### config.mk
export PLATFORM = sky130hd
export DESIGN_NAME = wb_port_arbiter
export DESIGN_NICKNAME = d
export VERILOG_FILES = /design/src/rtl/wb_port_arbiter.sv
export SDC_FILE = /design/constraint.sdc
export NUM_CORES = 1
export LEC_CHECK = 0
export BUFFER_PORTS_ARGS = -buffer_cell sky130_fd_sc_hd__buf_2
export CORE_ASPECT_RATIO = 0.5
export CORE_MARGIN = 3
export CORE_UTILIZATION = 49
export CTS_CLUSTER_SIZE = 8
export DETAILED_ROUTE_END_ITERATION = 12
export PLACE_DENSITY = 0.77
export SLEW_MARGIN = 0
export SYNTH_ARGS = -nofsm -noshare
export SYNTH_HDL_FRONTEND = slang
export SYNTH_SLANG_ARGS = --single-unit
### constraint.sdc
create_clock -name clk -period 2.82 [get_ports clk]
set_clock_uncertainty 0.1 [all_clocks]
set_input_delay 0.564 -clock clk [delete_from_list [all_inputs] [get_ports clk]]
set_output_delay 0.564 -clock clk [all_outputs]
set_load 0.01 [all_outputs]
### src/rtl/wb_port_arbiter.sv
// Writeback port arbiter: merges ALU results and queued load returns onto the
// single regfile write port and tracks outstanding destination writes.
module wb_port_arbiter #(
  parameter int unsigned LQ_DEPTH = 2
) (
  input  logic        clk,
  input  logic        rst_n,
  input  logic        alu_valid,
  input  logic [4:0]  alu_rd,
  input  logic [31:0] alu_data,
  input  logic        ld_valid,
  output logic        ld_ready,
  input  logic [4:0]  ld_rd,
  input  logic [31:0] ld_data,
  input  logic        issue_valid,
  input  logic [4:0]  issue_rd,
  output logic        issue_stall,
  input  logic [4:0]  rs0,
  input  logic [4:0]  rs1,
  output logic        rs0_busy,
  output logic        rs1_busy,
  output logic        we,
  output logic [4:0]  windex,
  output logic [31:0] win
);

  localparam int unsigned REG_W    = 5;
  localparam int unsigned DATA_W   = 32;
  localparam int unsigned NUM_REGS = 32;
  localparam int unsigned PTR_W    = (LQ_DEPTH > 1) ? $clog2(LQ_DEPTH) : 1;
  localparam int unsigned CNT_W    = $clog2(LQ_DEPTH + 1);

  typedef struct packed {
    logic [REG_W-1:0]  rd;
    logic [DATA_W-1:0] data;
  } lq_entry_t;

  lq_entry_t               lq_mem [LQ_DEPTH];
  logic [PTR_W-1:0]        head, head_nxt;
  logic [PTR_W-1:0]        tail, tail_nxt;
  logic [CNT_W-1:0]        count, count_nxt;
  logic [NUM_REGS-1:0]     pending, pending_nxt;

  lq_entry_t               sel;
  logic                    sel_valid;
  logic                    port_active;
  logic                    push, pop;
  logic                    issue_accept;
  logic [NUM_REGS-1:0]     clr_mask, set_mask;

  // Port selection: ALU first, then load queue head
  always_comb begin
    sel_valid = 1'b0;
    sel       = '0;
    if (alu_valid) begin
      sel_valid = 1'b1;
      sel.rd    = alu_rd;
      sel.data  = alu_data;
    end else if (count != '0) begin
      sel_valid = 1'b1;
      sel       = lq_mem[head];
    end
  end

  // Gating with rst_n keeps the port quiet while reset is held
  assign port_active = rst_n && sel_valid;
  assign we          = port_active && (sel.rd != '0);
  assign windex      = port_active ? sel.rd : '0;
  assign win         = port_active ? sel.data : '0;

  assign pop      = !alu_valid && (count != '0);
  assign ld_ready = (count < CNT_W'(LQ_DEPTH)) || !alu_valid;
  assign push     = ld_valid && ld_ready;

  // Queue pointer/count next state
  always_comb begin
    head_nxt  = head;
    tail_nxt  = tail;
    count_nxt = count;
    if (pop) begin
      head_nxt = head + PTR_W'(1);
    end
    if (push) begin
      tail_nxt = tail + PTR_W'(1);
    end
    case ({push, pop})
      2'b10:   count_nxt = count + CNT_W'(1);
      2'b01:   count_nxt = count - CNT_W'(1);
      default: count_nxt = count;
    endcase
  end

  // A same-cycle port write to the queried index counts as already done
  assign issue_stall  = issue_valid && pending[issue_rd] && !(we && (windex == issue_rd));
  assign issue_accept = issue_valid && !issue_stall && (issue_rd != '0);
  assign rs0_busy     = pending[rs0] && !(we && (windex == rs0));
  assign rs1_busy     = pending[rs1] && !(we && (windex == rs1));

  // Scoreboard next state: set is applied after clear so set wins
  always_comb begin
    clr_mask    = '0;
    set_mask    = '0;
    if (we) begin
      clr_mask = NUM_REGS'(1) << windex;
    end
    if (issue_accept) begin
      set_mask = NUM_REGS'(1) << issue_rd;
    end
    pending_nxt    = (pending & ~clr_mask) | set_mask;
    pending_nxt[0] = 1'b0;
  end

  always_ff @(posedge clk or negedge rst_n) begin
    if (!rst_n) begin
      head    <= '0;
      tail    <= '0;
      count   <= '0;
      pending <= '0;
    end else begin
      head    <= head_nxt;
      tail    <= tail_nxt;
      count   <= count_nxt;
      pending <= pending_nxt;
    end
  end

  // Queue payload storage; validity is tracked by count alone
  always_ff @(posedge clk) begin
    if (push) begin
      lq_mem[tail] <= '{rd: ld_rd, data: ld_data};
    end
  end

endmodule

======== Yosys cells after proc, flatten, opt, wreduce, memory -nomap -nowiden ========
Memory sizes are Yosys's and may differ from the RTL's.
Cells that the tools add are included.
storage, ports and cells
  bits in registers ....................... 35
  bits in writable memories ............... 74
  input port bits ......................... 94
  output and inout port bits .............. 42
  memories ................................ 1
memories
  name    words  bits a word  rd ports  clocked after memory_dff  write ports  line  source
  lq_mem  2      37           1         0                         1            38    lq_entry_t lq_mem [LQ_DEPTH];
operators by class
  $add $sub $neg .......................... 4
  magnitude comparators ................... 4
  equality and inequality tests ........... 5
  shift operators ......................... 2
  mux-type cells .......................... 17
  bitwise gates (word level) .............. 3
  reduce and logical (&&, ||, !) cells .... 23
operators with widths
  operator                                                                      count
  32-bit 2-to-1 mux                                                             3
  37-bit 2-to-1 mux                                                             2
  1-bit by 5-bit << shifter with 32-bit output, first input constant            2
  32-bit bitwise AND                                                            1
  32-bit inverter                                                               1
  32-bit OR                                                                     1
  5-bit by 6-bit less-than comparator with 1-bit output, second input constant  3
  1-bit binary-select mux with 5-bit select                                     3
  5-bit == test                                                                 3
  1-bit logical AND                                                             13
  5-bit nonzero test                                                            2
  1-bit 2-to-1 mux                                                              7
  1-bit logical NOT                                                             5
  5-bit 2-to-1 mux                                                              1
  2-bit case mux with 2 select lines                                            1
  2-bit nonzero test                                                            2
  1-bit adder, second input constant                                            2
  2-bit by 1-bit adder with 2-bit output, second input constant                 1
  2-bit by 1-bit == test with 1-bit output, second input constant               1
  2-bit == test, second input constant                                          1
  2-bit less-than comparator, second input constant                             1
  2-bit by 1-bit subtractor with 2-bit output, second input constant            1
  1-bit logical OR                                                              1

======== Longest topological paths before layout ========
Gate-level depths: netlist of run 1.
  word-level depth ........................ 14
  gate-level depth with buffers ........... 9

======== Worst setup path after synthesis of run 1 ========
No wires, ideal clock.
  path type ............................... in2reg
  start ................................... in alu_valid
  end ..................................... mem lq_mem[0][0] (netlist name) (enable)
  data arrival time ....................... 2.704 ns
  required time ........................... 2.289 ns
  path slack .............................. -0.415 ns
  cell stages on the path ................. 5
  path buffers ............................ 2
  cells stage by stage .................... buf_2 buf_2 nand2_1 nand2_1 nor2_1
on the way
  longest elaborated chain between the ends .. 5
ends and longest elaborated chain
  item                                    line  source
  start, declared                         8     input logic alu_valid,
  1-bit logical NOT                       72    assign ld_ready = (count < CNT_W'(LQ_DEPTH)) || !alu_valid;
  1-bit logical OR                        72
  net ld_ready                            12    output logic ld_ready,
  1-bit logical AND                       73    assign push = ld_valid && ld_ready;
  1-bit 2-to-1 mux                        129   if (push) begin
  1-bit 2-to-1 mux (not written as such)  130   lq_mem[tail] <= '{rd: ld_rd, data: ld_data};
  end, declared                           38
The timed path passes the listed nets, and every way through them passes these cells.

======== Final worst setup path of run 1 ========
  start ................................... reg head
  end ..................................... out issue_stall
on the way
  longest elaborated chain between the ends .. 8
ends and longest elaborated chain
  item                                                           line    source
  start, declared                                                39      logic [PTR_W-1:0] head, head_nxt;
  start signal, assigned                                         120     head <= head_nxt;
  memory 2 x 37 bit (*)                                          --
  37-bit 2-to-1 mux (*)                                          59      end else if (count != '0) begin
  37-bit 2-to-1 mux (*)                                          55      if (alu_valid) begin
  5-bit 2-to-1 mux / 5-bit nonzero test (equally long branches)  68, 67
  5-bit == test / 1-bit logical AND (equally long branches)      94, 67
  1-bit logical AND (*)                                          94      assign issue_stall = issue_valid && pending[issue_rd] && !(we && (windex == issue_rd));
  1-bit logical NOT (*)                                          94
  1-bit logical AND (*)                                          94
  end, declared                                                  17      output logic issue_stall,
Mark *: on every way between the ends. The rest lies on a longest branch, timed or not.

==> metrics.md, run 1 <==
| Metric | Value |
|---|---|
| Status | `finished with violations` |
| Violated checks | `negative setup slack` |
| Die ar. | `13640 sq um` |
| Most frequent cells in the layout | `135 x buf_2, 74 x edfxtp_1, 69 x nor2_1, 55 x buf_4, 45 x mux2i_1` |
| Ports | `136` |
| Slew @ Worst Pin | `0.4366 ns` |
| Met3 routed WL | `1033 um` |
| Layout cells sized above 1 | `0.3977` |
| Critical Path Sink Type | `primary output` |
| Clock buffer count from CTS | `9` |
| Dpl ws | `-0.08199 ns` |
| Clock Sinks | `109` |
| Largest net degree at the start of global routing | `34` |
| Drt first pass iters | `5` |
| Global-route wire length before repair | `25610 um` |
| Slew Limit Headroom | `0.7089` |
| Sequential area share after synthesis | `0.5181` |
| Detail Route Antenna Nets | `0` |
| Data required time of the worst path | `2.16 ns` |
| GRT Total Usage | `0.2396` |
| PwrDens | `819.3 nW/um^2` |
| Initial Utilization | `0.5221` |
| Row cnt | `27` |
| Critical Path AT | `2.37 ns` |
| Post-Syn Area | `5979 sq um` |
| Syn Nets | `613` |
| RSZ-0062 raised after global routing | `true` |
| DR vias | `4878` |
| Number of global-route vias before repair | `4939` |
| Final cell count without fillers | `858` |
| Final worst slack | `-0.2100 ns` |
| Final hold viol count | `0` |
| Tightest Hold Check Type | `input port to asynchronous set/reset pin` |
| Clock power share | `0.200` |
| IO Port Bufs | `135` |
| TritonCTS clock tree | `yes` |
| Cell-internal power | `4027 uW` |
| Worst Path Max Fanout | `5` |
| Worst VDD drop | `0.4725 mV` |
| Critical R2R Launch | `head$_DFFE_PN0P_` |
| Met2 WL post-DR | `8188 um` |
| WL/cell | `18.79 um` |
| H-tree depth | `3` |
| Placed insts | `829` |
| FMAX | `330.0 MHz` |
| Post-synth EDFFs | `74` |
| # hold bufs at CTS | `0` |
| Critical path buffer and inverter count | `3` |
| Grt ovf | `0` |
| Area of placed instances | `7088 sq um` |
| Layout Cell Area excl Fill | `7629 sq um` |
| CP Cell Sequence | `buf_6, mux2i_4, o32ai_4, buf_4, xor2_2, a21oi_2, a311oi_2, buf_2` |
| P_leak | `0.003136 uW` |
| Total Nets Final | `789` |
| Die H | `84.11 um` |
| Yosys reg bits | `109` |
| # diodes | `0` |
| Core Util, Final | `0.6661` |
| Highest metal used | `met4` |
| Mapped Cells | `518` |
| Most common cell after layout, fill and taps aside | `buf_2` |
| Syn-to-layout area delta | `27.58%` |
| Final setup violating endpoints | `4` |
| R2r setup slk | `0.17 ns` |
| Met1 WL | `6469 um` |
| Setup TNS | `-0.6365 ns` |
| Gate power share | `0.395` |
| Worst-path clk slew | `0.07 ns` |
| Async SR Flop Fraction | `0.3211` |
| Yosys cell types | `53` |
| Sw frac | `0.3557` |
| Max Cap Viol | `0` |
| Worst Setup Start Kind | `flop` |
| Setup CP Type | `flop to primary output` |
| Slowest cell delay on critical path | `0.46 ns` |
| Vias/cell | `5.685` |
| Die span in x | `162.2 um` |
| Core Region | `11450 sq um` |
| GP Congestion | `0.9683` |
| Final WL | `16120 um` |
| Fin crit share | `1.074` |
| Worst r2r path cells | `10` |
| Net Sw Power | `2223 uW` |
| Yosys warns | `0` |
| DR iter-0 viols | `381` |
| Reg-to-Reg End | `pending[10]$_DFF_PN0_` |
| Primary FF master, synth | `edfxtp_1` |
| Final Critical Period | `3.030 ns` |
| Clk buf depth | `2` |
| Critical path's slowest cell | `dfrtp_2` |
| Synth Area per Inst | `11.54 sq um` |
| HPWL Detailed | `12000 um` |
| Flop pwr share | `0.405` |
| Final Slew Violations | `0` |
| Initial antenna violation count | `0` |
| Cell family with most CP delay | `compound AO/OA/AOI/OAI gates` |
| Worst-Skew Late Latency | `0.33 ns` |
| # DRC | `0` |
| Root Driver | `clkbuf_16` |
-- cell type report --
cell class              count  area, sq um
fillers                   873         3824
flip-flops and latches    109         3100
multi-input cells         372         2835
repair buffers            195         1171
clock buffers              10        229.0
well taps                 159        198.9
clock inverters             6        67.56
inverters                   7        26.28
-- what timing repair did --
| action | 4_1_cts | 5_1_grt |
|---|---|---|
| setup buffers | 9 | 4 |
| endpoints found under the setup margin | 4 | 11 |
| hold endpoints to repair | 0 | 0 |
| pin swaps | 8 | 7 |
| gates resized for setup | 16 | 12 |
-- registers in the layout (all words and copies together), names as in the netlist --
signal / cells
count: 2
head: 1
lq_mem: 74
pending: 31
tail: 1
-- power groups by stage --
stage / Clock (uW) / Sequential [uW] / Combinational [uW]
2_1_floorplan: 0 / 2370 / 1590
3_3_place_gp: 0 / 2520 / 2220
3_5_place_dp: 0 / 2540 / 2270
4_1_cts: 1270 / 2510 / 2380
5_1_grt: 1360 / 2560 / 2690
6_report: 1250 / 2530 / 2470
-- logic make-up (layout without fill, tap and decap cells) --
family / Yosys count / count (layout) / share of synthesized area
AOI/OAI and AO/OA: 136 / 136 / 0.1519
xor gates and xnor gates: 14 / 14 / 0.02176
adders and majority gates: 1 / 1 / 0.002092
buffers and inverters: 37 / 218 / 0.03055
DFF: 109 / 109 / 0.5181
muxes: 73 / 73 / 0.1638
and+or+nand+nor: 148 / 148 / 0.1117
-- metrics by stage --
| step | hold slack (ns) | power [uW] |
|---|---|---|
| after CTS | 0.1445 | 6164 |
| after global routing | 0.1466 | 6614 |
| after floorplan | 0.1684 | 3960 |
| after detailed placement | 0.4359 | 4813 |
| after global placement | 0.4285 | 4747 |
| final | 0.1509 | 6250 |
-- per-layer routing --
| metal | vias to the layer above | track usage |
|---|---|---|
| met1 | 2358 | 0.2927 |
| met5 | - | 0 |
| met3 | 30 | 0.05550 |
| met4 | 0 | 0.07817 |
| li1 | 2292 | - |
| met2 | 198 | 0.4230 |
-- how the worst max path moves through the flow --
| stage | start | cells past startpoint | slack (ns) | to |
|---|---|---|---|---|
| after floorplan | alu_valid | 6 | 0.04 | issue_stall |
| after global placement | rs1[0] | 6 | -0.05 | rs1_busy |
| after detailed placement | issue_rd[1] | 8 | -0.08 | pending[10]$_DFF_PN0_ |
| after CTS | head$_DFFE_PN0P_ | 6 | -0.16 | issue_stall |
| after global routing | head$_DFFE_PN0P_ | 8 | -0.32 | issue_stall |
| final | head$_DFFE_PN0P_ | 8 | -0.21 | issue_stall |
-- Yosys cell counts (3+ instances only) --
cell type	count	area [sq um]
mux2_2	3	33.78
o21ai_1	23	115.1
o21ai_0	39	195.2
nand3_1	17	85.08
mux2_1	3	33.78
mux4_2	19	427.9
nor3_1	3	15.01
buf_2	5	25.02
buf_1	5	18.77
edfxtp_1	74	2222
nand2_1	34	127.6
nor2b_1	6	37.54
or3_1	3	18.77
clkbuf_1	15	56.30
xnor2_1	11	96.34
o21a_1	4	30.03
a21oi_1	36	180.2
nor2_1	71	266.5
o31ai_1	3	22.52
dfrtp_1	35	875.8
and3_1	4	25.02
o21ai_2	11	96.34
a22oi_1	5	37.54
inv_1	6	22.52
mux2i_1	47	470.5
Note: power is estimated with default switching activity, not from simulation.
==> inputs of run 2 (changes only) <==
--- a/config.mk
+++ b/config.mk
@@ -6,12 +6,14 @@
 export NUM_CORES = 1
 export LEC_CHECK = 0
 export BUFFER_PORTS_ARGS = -buffer_cell sky130_fd_sc_hd__buf_2
+export CAP_MARGIN = 20
 export CORE_ASPECT_RATIO = 0.5
 export CORE_MARGIN = 3
 export CORE_UTILIZATION = 49
 export CTS_CLUSTER_SIZE = 8
 export DETAILED_ROUTE_END_ITERATION = 12
 export PLACE_DENSITY = 0.77
+export RECOVER_POWER = 100
 export SLEW_MARGIN = 0
 export SYNTH_ARGS = -nofsm -noshare
 export SYNTH_HDL_FRONTEND = slang
==> constraint.sdc (replaced) <==
create_clock -name clk -period 2.82 [get_ports clk]
set_clock_uncertainty 0.1 [all_clocks]
set_input_delay 0.564 -clock clk [delete_from_list [all_inputs] [get_ports clk]]
set_output_delay 0.564 -clock clk [all_outputs]
set_load 0.1 [all_outputs]
==> metrics.md, run 2 (same netlist as run 1, synthesis figures left out) <==
| Metric | Value |
|---|---|
| GRT Total Usage | `0.2513` |
| Final Slew Violations | `0` |
| IO Port Bufs | `135` |
| Worst-path clk slew | `0.07 ns` |
| Fin crit share | `1.137` |
| Data required time of the worst path | `2.16 ns` |
| Die ar. | `13640 sq um` |
| R2r setup slk | `0.25 ns` |
| Status | `finished with violations` |
| Slew Limit Headroom | `0.4590` |
| Violated checks | `negative setup slack` |
| # DRC | `0` |
| GP Congestion | `0.9466` |
| Final WL | `17510 um` |
| Core Region | `11450 sq um` |
| DR vias | `5084` |
| Critical path's slowest cell | `dfrtp_2` |
| Root Driver | `clkbuf_16` |
| Largest registers | `lq_mem x74, pending x31, count x2` |
| Tightest Hold Check Type | `input port to asynchronous set/reset pin` |
| # diodes | `0` |
| Area of placed instances | `7707 sq um` |
| Critical path buffer and inverter count | `2` |
| Number of global-route vias before repair | `5260` |
| Reg-to-Reg End | `pending[10]$_DFF_PN0_` |
| WL/cell | `20.18 um` |
| RSZ-0062 raised after global routing | `true` |
| Max Cap Viol | `0` |
| FMAX | `311.7 MHz` |
| Biggest register | `lq_mem` |
| Gate power share | `0.512` |
| Final Critical Period | `3.208 ns` |
| Final worst slack | `-0.3877 ns` |
| Clock Sinks | `109` |
| Worst Setup Start Kind | `flop` |
| CP Cell Sequence | `buf_12, mux2i_2, o32ai_4, xnor2_1, nand3_2, o311ai_4, o21ai_4, buf_12` |
| Clock power share | `0.170` |
| # hold bufs at CTS | `0` |
| Worst r2r path cells | `10` |
| Total Nets Final | `799` |
| Final setup violating endpoints | `8` |
| Setup CP Type | `flop to primary output` |
| Row cnt | `27` |
| Clock buffer count from CTS | `9` |
| Syn-to-layout area delta | `44.86%` |
| Drt first pass iters | `5` |
| Flop pwr share | `0.318` |
| Die span in x | `162.2 um` |
| HPWL Detailed | `12540 um` |
| Net Sw Power | `3328 uW` |
| Layout cells sized above 1 | `0.4372` |
| Die H | `84.11 um` |
| Ports | `136` |
| Worst Path Max Fanout | `6` |
| Sw frac | `0.4194` |
| Initial antenna violation count | `0` |
| Cell mode on critical path | `buf_12` |
| Final hold slack | `0.1705 ns` |
| Critical Path Sink Type | `primary output` |
| Cell family with most CP delay | `compound AO/OA/AOI/OAI gates` |
| Worst VDD drop | `0.5200 mV` |
| Critical Path AT | `2.54 ns` |
| P_leak | `0.003360 uW` |
| Most common cell after layout, fill and taps aside | `buf_2` |
| Final hold viol count | `0` |
| Global-route wire length before repair | `27080 um` |
| Vias/cell | `5.857` |
| Detail Route Antenna Nets | `0` |
| DR iter-0 viols | `387` |
| Grt ovf | `0` |
| Layout Cell Area excl Fill | `8662 sq um` |
| Slew @ Worst Pin | `0.8116 ns` |
| TritonCTS clock tree | `yes` |
| Critical R2R Launch | `head$_DFFE_PN0P_` |
| Clk buf depth | `2` |
| Cell-internal power | `4607 uW` |
| Max reg flops | `74` |
| PwrDens | `916.0 nW/um^2` |
| Slowest cell delay on critical path | `0.48 ns` |
| Worst-Skew Late Latency | `0.34 ns` |
| H-tree depth | `3` |
| Most frequent cells in the layout | `80 x buf_2, 74 x edfxtp_1, 48 x buf_4, 46 x mux2i_1` |
| Largest net degree at the start of global routing | `38` |
| Initial Utilization | `0.5221` |
-- run 2: changes by cell type in the layout (fill, tap and decap cells not counted), moves of 7 or more --
cell      previous run  this run
buf_12               3        30
buf_4               55        48
nor2_4               1        32
nor2_1              69        37
clkbuf_1             1        16
buf_2              135        80
buf_6                2        25
-- run 2: cell type report --
class | count | area, sq um
inverter | 7 | 30.03
multi-input combinational | 372 | 3162
sequential | 109 | 3102
tap | 159 | 198.9
clock buffer | 9 | 225.2
clock inverter | 7 | 93.84
fill | 761 | 2790
timing repair buffer | 205 | 1851
-- run 2: metrics by stage --
step	setup WS, ns	cells	total power, uW	TNS, ns	utilization
6_report	-0.3877	868	7934	-1.107	0.7564
5_1_grt	-0.4780	868	8277	-1.922	0.7564
4_1_cts	-0.3802	864	7698	-1.063	0.7294
3_5_place_dp	-0.1510	838	6106	-2.037	0.6730
3_3_place_gp	-0.09065	838	5991	-1.251	0.6730
2_1_floorplan	-1.022	518	5046	-5.795	-
-- run 2: repair_timing --
action | 4_1_cts | 5_1_grt
setup buffers | 9 | 2
gates cloned | 2 | 2
setup endpoints to repair | 51 | 34
gates resized for setup | 49 | 83
pin swaps | 10 | 12
-- run 2: worst reg2reg max path, delay by kind of cell, from the launching register on --
kind	cells	cell delay, ns
multiplexers	1	0.34
AO/OA/AOI/OAI	4	0.67
AND/OR/NAND/NOR	1	0.17
buffers and inverters	4	0.70
flip-flops	1	0.48
-- run 2: worst max-delay path by stage --
| stage | from | endpoint | slack (ns) | cells past startpoint |
|---|---|---|---|---|
| 3_3_place_gp | alu_valid | rs0_busy | -0.09 | 8 |
| 3_5_place_dp | alu_valid | rs1_busy | -0.15 | 8 |
| 2_1_floorplan | alu_valid | issue_stall | -1.02 | 6 |
| 5_1_grt | head$_DFFE_PN0P_ | rs1_busy | -0.48 | 8 |
| 4_1_cts | head$_DFFE_PN0P_ | rs1_busy | -0.38 | 8 |
| 6_report | head$_DFFE_PN0P_ | rs1_busy | -0.39 | 8 |
-- run 2: power by group through the flow --
stage                     Combinational (uW)  Clock [uW]  Sequential, uW
after floorplan                         2670           0            2370
after global placement                  3480           0            2510
after detailed placement                3570           0            2540
after CTS                               3830        1360            2500
after global routing                    4290        1430            2560
final                                   4060        1350            2530
-- run 2: per-layer routing --
metal	GRT usage	part of all wire
met4	0.07430	0.025
met3	0.05055	0.072
met5	0	0
met1	0.3165	0.39
met2	0.4420	0.51
